<file path="src/rtl/rata_mr.sv">
// ---------------------------------------------------------------------------
// rata_mr : multi-region attestation-region (AR) monitor
//
// Watches the MSP430 program counter, CPU writes and DMA writes. The AR is
// split into NUM_AR equal sub-regions, each with its own dirty bit. A
// saturating counter tracks how many cycles wrote into the AR since the last
// completed attestation. The FSM drives the LMT update strobe, and a reset
// stretcher holds hw_reset high for RST_PULSE cycles after leaving KILL. Any
// write into the LMT sends the FSM to KILL.
//
// Ports
//   clk        in   system clock
//   reset_n    in   asynchronous active-low reset
//   pc         in   current program counter
//   data_wr    in   CPU write strobe
//   data_addr  in   CPU write address
//   dma_en     in   DMA access strobe
//   dma_addr   in   DMA address
//   upLMT      out  LMT update enable (registered)
//   hw_reset   out  device reset request (registered)
//   dirty      out  per-sub-region modified flags
//   mod_cnt    out  saturating count of AR-write cycles
//   state_o    out  current FSM state
// ---------------------------------------------------------------------------
module rata_mr #(
   parameter int                 ADDR_W         = 16,
   parameter int                 NUM_AR         = 4,
   parameter logic [ADDR_W-1:0]  AR_BASE        = 16'hE000,
   parameter logic [ADDR_W-1:0]  AR_REGION_SIZE = 16'h0800,
   parameter logic [ADDR_W-1:0]  LMT_BASE       = 16'h0040,
   parameter logic [ADDR_W-1:0]  LMT_SIZE       = 16'h0020,
   parameter logic [ADDR_W-1:0]  SMEM_BASE      = 16'hA000,
   parameter logic [ADDR_W-1:0]  SMEM_SIZE      = 16'h4000,
   parameter logic [ADDR_W-1:0]  RESET_HANDLER  = 16'h0000,
   parameter logic [ADDR_W-1:0]  AUTH_HANDLER   = SMEM_BASE + 16'h0010,
   parameter int                 RST_PULSE      = 4,
   parameter int                 CNT_W          = 8
) (
   input  logic              clk,
   input  logic              reset_n,
   input  logic [ADDR_W-1:0] pc,
   input  logic              data_wr,
   input  logic [ADDR_W-1:0] data_addr,
   input  logic              dma_en,
   input  logic [ADDR_W-1:0] dma_addr,
   output logic              upLMT,
   output logic              hw_reset,
   output logic [NUM_AR-1:0] dirty,
   output logic [CNT_W-1:0]  mod_cnt,
   output logic [2:0]        state_o
);

   localparam logic [ADDR_W-1:0] LAST_SMEM_ADDR = SMEM_BASE + SMEM_SIZE - 2;
   localparam logic [ADDR_W-1:0] LAST_LMT       = LMT_BASE + LMT_SIZE - 2;

   // Region bounds are evaluated in a wider space so the end of the last
   // sub-region (which may equal 2^ADDR_W) does not wrap to zero.
   localparam int AW = ADDR_W + 6;

   localparam int RC_W = $clog2(RST_PULSE + 1);
   localparam logic [RC_W-1:0]  RC_LOAD = RC_W'(RST_PULSE);
   localparam logic [CNT_W-1:0] CNT_MAX = '1;

   typedef enum logic [2:0] {
      MOD    = 3'd0,
      NOTMOD = 3'd1,
      UPDATE = 3'd2,
      KILL   = 3'd3,
      ATTEST = 3'd4
   } state_t;

   state_t            state_q, state_d;
   logic              uplmt_q, uplmt_d;
   logic              hw_reset_q, hw_reset_d;
   logic [RC_W-1:0]   rst_cnt_q, rst_cnt_d;
   logic [NUM_AR-1:0] dirty_q, dirty_d;
   logic [CNT_W-1:0]  mod_cnt_q, mod_cnt_d;

   logic [NUM_AR-1:0] hit_cpu, hit_dma, hit;
   logic              ar_wr;
   logic              lmt_hit;
   logic              kill_now;
   logic              att_done;

   // Sub-regions are tracked at word granularity: the last inclusive word
   // of sub-region i is base+size-2, so its odd byte (base+size-1) belongs
   // to the same sub-region. Hence the exclusive upper bound base+size.
   function automatic logic in_region(input logic [ADDR_W-1:0] addr,
                                      input int unsigned       idx);
      logic [AW-1:0] a;
      logic [AW-1:0] lo;
      logic [AW-1:0] hi;
      a  = AW'(addr);
      lo = AW'(AR_BASE) + AW'(idx) * AW'(AR_REGION_SIZE);
      hi = lo + AW'(AR_REGION_SIZE);
      return (a >= lo) && (a < hi);
   endfunction

   function automatic logic in_lmt(input logic [ADDR_W-1:0] addr);
      return (addr >= LMT_BASE) && (addr <= LAST_LMT);
   endfunction

   always_comb begin
      hit_cpu = '0;
      hit_dma = '0;
      for (int unsigned i = 0; i < NUM_AR; i++) begin
         hit_cpu[i] = data_wr && in_region(data_addr, i);
         hit_dma[i] = dma_en  && in_region(dma_addr, i);
      end
   end

   assign hit     = hit_cpu | hit_dma;
   assign ar_wr   = |hit;
   assign lmt_hit = (data_wr && in_lmt(data_addr)) || (dma_en && in_lmt(dma_addr));

   assign kill_now = (state_q == KILL) || lmt_hit;
   // Completion is judged on the PC alone so that a write landing on the
   // final SW-Att cycle restarts the window with only that write dirty.
   assign att_done = (state_q == ATTEST) && (pc == LAST_SMEM_ADDR) && !lmt_hit;

   // Next-state logic: earlier branches take priority.
   always_comb begin
      state_d = state_q;
      if (lmt_hit) begin
         state_d = KILL;
      end else if ((state_q != KILL) && ar_wr) begin
         state_d = MOD;
      end else begin
         case (state_q)
            KILL:    if (pc == RESET_HANDLER) state_d = MOD;
            MOD:     if (pc == AUTH_HANDLER)  state_d = UPDATE;
            UPDATE:  if (pc != AUTH_HANDLER)  state_d = ATTEST;
            ATTEST: begin
               if (pc == LAST_SMEM_ADDR)    state_d = NOTMOD;
               else if (pc == AUTH_HANDLER) state_d = UPDATE;
            end
            NOTMOD:  state_d = NOTMOD;
            default: state_d = KILL;
         endcase
      end
   end

   always_comb begin
      uplmt_d = (((state_q == MOD) || (state_q == ATTEST)) && (pc == AUTH_HANDLER))
                || (state_q == UPDATE);

      // Stretcher reloads while killed so hw_reset outlasts KILL by RST_PULSE.
      rst_cnt_d = rst_cnt_q;
      if (kill_now) begin
         rst_cnt_d = RC_LOAD;
      end else if (rst_cnt_q != '0) begin
         rst_cnt_d = rst_cnt_q - 1'b1;
      end
      hw_reset_d = (rst_cnt_d != '0);

      dirty_d = dirty_q | hit;
      if (kill_now) begin
         dirty_d = '1;
      end else if (att_done) begin
         dirty_d = hit;
      end

      mod_cnt_d = mod_cnt_q;
      if (kill_now) begin
         mod_cnt_d = '0;
      end else if (att_done) begin
         mod_cnt_d = ar_wr ? CNT_W'(1) : '0;
      end else if (ar_wr && (mod_cnt_q != CNT_MAX)) begin
         mod_cnt_d = mod_cnt_q + 1'b1;
      end
   end

   always_ff @(posedge clk or negedge reset_n) begin
      if (!reset_n) begin
         state_q    <= KILL;
         uplmt_q    <= 1'b0;
         hw_reset_q <= 1'b1;
         rst_cnt_q  <= RC_LOAD;
         dirty_q    <= '1;
         mod_cnt_q  <= '0;
      end else begin
         state_q    <= state_d;
         uplmt_q    <= uplmt_d;
         hw_reset_q <= hw_reset_d;
         rst_cnt_q  <= rst_cnt_d;
         dirty_q    <= dirty_d;
         mod_cnt_q  <= mod_cnt_d;
      end
   end

   assign upLMT    = uplmt_q;
   assign hw_reset = hw_reset_q;
   assign dirty    = dirty_q;
   assign mod_cnt  = mod_cnt_q;
   assign state_o  = state_q;

endmodule

</file>
<file path="config.mk">
export PLATFORM = sky130hd
export DESIGN_NAME = rata_mr
export DESIGN_NICKNAME = d
export VERILOG_FILES = /design/src/rtl/rata_mr.sv
export SDC_FILE = /design/constraint.sdc
export NUM_CORES = 1
export LEC_CHECK = 0
export ABC_CLOCK_PERIOD_IN_PS = 3100
export CELL_PAD_IN_SITES_DETAIL_PLACEMENT = 1
export CELL_PAD_IN_SITES_GLOBAL_PLACEMENT = 2
export CORE_MARGIN = 3
export CORE_UTILIZATION = 24
export DETAILED_ROUTE_END_ITERATION = 16
export PLACE_DENSITY = 0.92
export SETUP_SLACK_MARGIN = 0.15
export SYNTH_ARGS = -nofsm -noshare
export SYNTH_HDL_FRONTEND = slang
export SYNTH_SLANG_ARGS = --single-unit
</file>
<file path="constraint.sdc">
create_clock -name clk -period 3.1 [get_ports clk]
set_input_delay 0.465 -clock clk [delete_from_list [all_inputs] [get_ports clk]]
set_output_delay 0.465 -clock clk [all_outputs]
set_load 0.02 [all_outputs]
</file>
==> impl_metrics.ini <==
[power_and_ir_drop]
cellPowerDensity_nw_per_um2 = 431.1
ir_worst_vdd_mv = 0.1726
leakagePower_nw = 0.7911

[final_layout]
n_fill_cell = 622
n_antenna_cell = 0
final_common_cell = clkdlybuf4s50_1
layout_common_cells = clkdlybuf4s50_1 (68), nand2_1 (12), dfrtp_1 (12)
final_cell_area_um2 = 2141
area_growth_pct = 58.72
final_nets = 269
drive_gt1_share_pct = 10.38

[worst_setup_path]
r2r_slack_ns = 1.32
max_stage_delay_ns = 0.53
path_buf_inv = 1
crit_type = in -> reg
reg2reg_depth = 5
start_kind = primary input
reg2reg_to = mod_cnt[7]$_DFFE_PN0P_
worst-path-stages = 5
required_ns = 3.29
crit_chain = clkdlybuf4s50_1, and4_1, o22ai_4, or4_4, a211oi_2
setup.worst_path.end_class = flop
worstSetupStartpoint = dma_addr[14]
reg2reg_from = mod_cnt[0]$_DFFE_PN0P_
crit_family = simple AND/OR/NAND/NOR gates
critPathMaxFanout = 8
crit_path_top_delay_cell = or4_4
crit_arrival_ns = 2.26

[clocking]
cts_buffer_depth = 2
cts_root_buffer = clkbuf_8
clk_pin_slew_ns = 0.07
cts_tree = yes
postCtsHoldBufs = 0
postCtsSetupRepairBufs = 0
numCtsBuffers = 3
cts_max_level = 1
clock_latency_ns = 0.26
cts-resized-gates = 0
clkSinkCount = 20

[timing]
setup_viol = 0
hold_viol = 0
fin_crit_ns = 2.073
period_share_pct = 66.86
rsz0062_at_grt = false
max_freq_mhz = 482.5
worst_slew_pin_slew_ns = 0.8886
fin_skew_ns = 0.002663
max_slew_margin_pct = 40.57
final_max_slew_viol_count = 0
timing.setup.tns_ns = 0

[placed_design]
gp_congestion = 0.7318
io_buffers = 68
hpwl_um = 3486
dpl_cell_area_um2 = 2096

[die]
fp.dieW_um = 80.97
std_cell_rows = 26
die_area_um2 = 6555
die_y_um = 80.97
ios = 69
start_util_pct = 25.59
coreArea_um2 = 5270

[routing]
antenna_left = 0
wl_per_cell_um = 14.75
drt_iter0_markers = 59
wirelength_um = 4160
drc = 0
drt-vias-per-instance = 5.053
vias = 1425
drt_first_pass_iters = 4

[global_route]
met2_usage_pct = 23.32
gr-usage-all-layers_pct = 13.48
grt_pass1_vias = 1508
grt_pass1_wl_um = 6982
grt_most_used_layer = met2
grt_antenna_before_repair = 0
grtUsageMet3_pct = 1.774
grtUsageMet1_pct = 16.64
overflow = 0
grt_max_degree = 21

[yosys]
synth_fp_nets = 199
synth_mux_area_share_pct = 0.7421
synthDistinctLibCells = 45
synth-xor-area-share_pct = 1.948
syn_avg_cell_area_um2 = 9.432
synthAdderAreaFrac_pct = 3.711
syn_inst = 143
synth_compound_area_share_pct = 19.48
syn_area_um2 = 1349
ys_seq_area_share_pct = 37.85
synth_warnings = 0
synth_top_family_by_area = simple AND/OR/NAND/NOR gates
yosys.area_share.simple_pct = 32.75
ys_ff_latch = 20

[min_path]
hold_path_class = reg -> reg
hold_depth = 2
hp-start = rst_cnt_q[1]$_DFF_PN0_
hold_path_end = rst_cnt_q[1]$_DFF_PN0_

[run]
drv_cap = 0

[run_status]
status = finished, final reports clean
==> report_power, final <==
| part | internal, mW | switching [mW] | leakage (nW) |
|---|---|---|---|
| Combinational | 0.196 | 0.178 | 0.529 |
| Clock | 0.0917 | 0.0875 | 0.0228 |
| Sequential | 0.314 | 0.0551 | 0.239 |
==> registers in the layout (all words and copies together), names as in the netlist <==
name,cells
mod_cnt,8
dirty,4
rst_cnt_q,3
state_o,3
hw_reset,1
upLMT,1
==> layout make-up <==
class	count	area [um2]	area share, %
clock buffers	4	45.04	2.104
repair buffers	69	688.2	32.14
flip-flops and latches	20	510.5	23.85
well taps	70	87.58	4.091
multi-input cells	114	790.8	36.94
inverters	5	18.77	0.8767
==> cell usage after synthesis, drive strengths merged <==
master / count / area (um2)
dfrtp: 12 / 300.3
nand2: 12 / 45.04
nand3: 11 / 60.06
nor2: 11 / 41.29
dfstp: 8 / 210.2
nand4: 7 / 50.05
nor3: 6 / 30.03
nor4: 6 / 52.55
inv: 5 / 18.77
a211oi: 4 / 40.03
a21oi: 4 / 20.02
and4: 4 / 35.03
buf: 4 / 28.78
ha: 4 / 50.05
nor4b: 4 / 35.03
o21ai: 4 / 20.02
a211o: 3 / 26.28
o211ai: 3 / 22.52
o22ai: 3 / 32.53
or3: 3 / 18.77
xor2: 3 / 26.28
and3: 2 / 12.51
nand2b: 2 / 12.51
nand4b: 2 / 17.52
o31ai: 2 / 15.01
or2: 2 / 12.51
or4: 2 / 18.77
a2111o: 1 / 11.26
a2111oi: 1 / 8.760
a31oi: 1 / 6.260
a41oi: 1 / 8.760
mux2i: 1 / 10.01
o211a: 1 / 10.01
o221ai: 1 / 15.01
o22a: 1 / 8.760
o31a: 1 / 8.760
o41ai: 1 / 8.760
==> logic make-up after synthesis <==
group / after synthesis
AOI/OAI and AO/OA: 32
xor gates and xnor gates: 3
adders and majority gates: 4
buffers and inverters: 9
DFF: 20
muxes: 1
and+or+nand+nor: 74
==> worst max-delay path by stage <==
stage / endpoint / slack (ns)
global route: state_o[2]$_DFFE_PN0P_ / 0.93
finish: mod_cnt[7]$_DFFE_PN0P_ / 1.03
CTS: mod_cnt[7]$_DFFE_PN0P_ / 1.02
detailed placement: state_o[2]$_DFFE_PN0P_ / 0.73
floorplan: mod_cnt[7]$_DFFE_PN0P_ / 1.33
global placement: mod_cnt[7]$_DFFE_PN0P_ / 0.78
==> worst register-to-register path, delay by kind of cell, from the launching register on <==
family | cells | cell delay [ns]
flip-flops | 1 | 0.43
adder cells (fa/ha/maj) | 1 | 0.26
AO/OA/AOI/OAI | 2 | 0.34
AND/OR/NAND/NOR | 2 | 0.67
==> routing by layer <==
layer	vias to the layer above	part of all wire [%]
met5	-	0
met4	0	1.8
met3	5	6.1
met2	50	49
met1	668	43
li1	702	-
==> metrics by stage <==
stage / util, % / power, mW / setup WS (ns) / hold slack (ns) / cells
2_1_floorplan: - / 0.5631 / 1.331 / 0.1694 / 143
3_3_place_gp: 39.77 / 0.7453 / 0.7758 / 0.4972 / 278
3_5_place_dp: 39.77 / 0.7560 / 0.7291 / 0.5047 / 278
4_1_cts: 40.62 / 0.9398 / 1.021 / 0.5202 / 282
5_1_grt: 40.62 / 1.002 / 0.9266 / 0.5850 / 282
6_report: 40.62 / 0.9230 / 1.027 / 0.5123 / 282
Note: power is estimated with default switching activity, not from simulation.
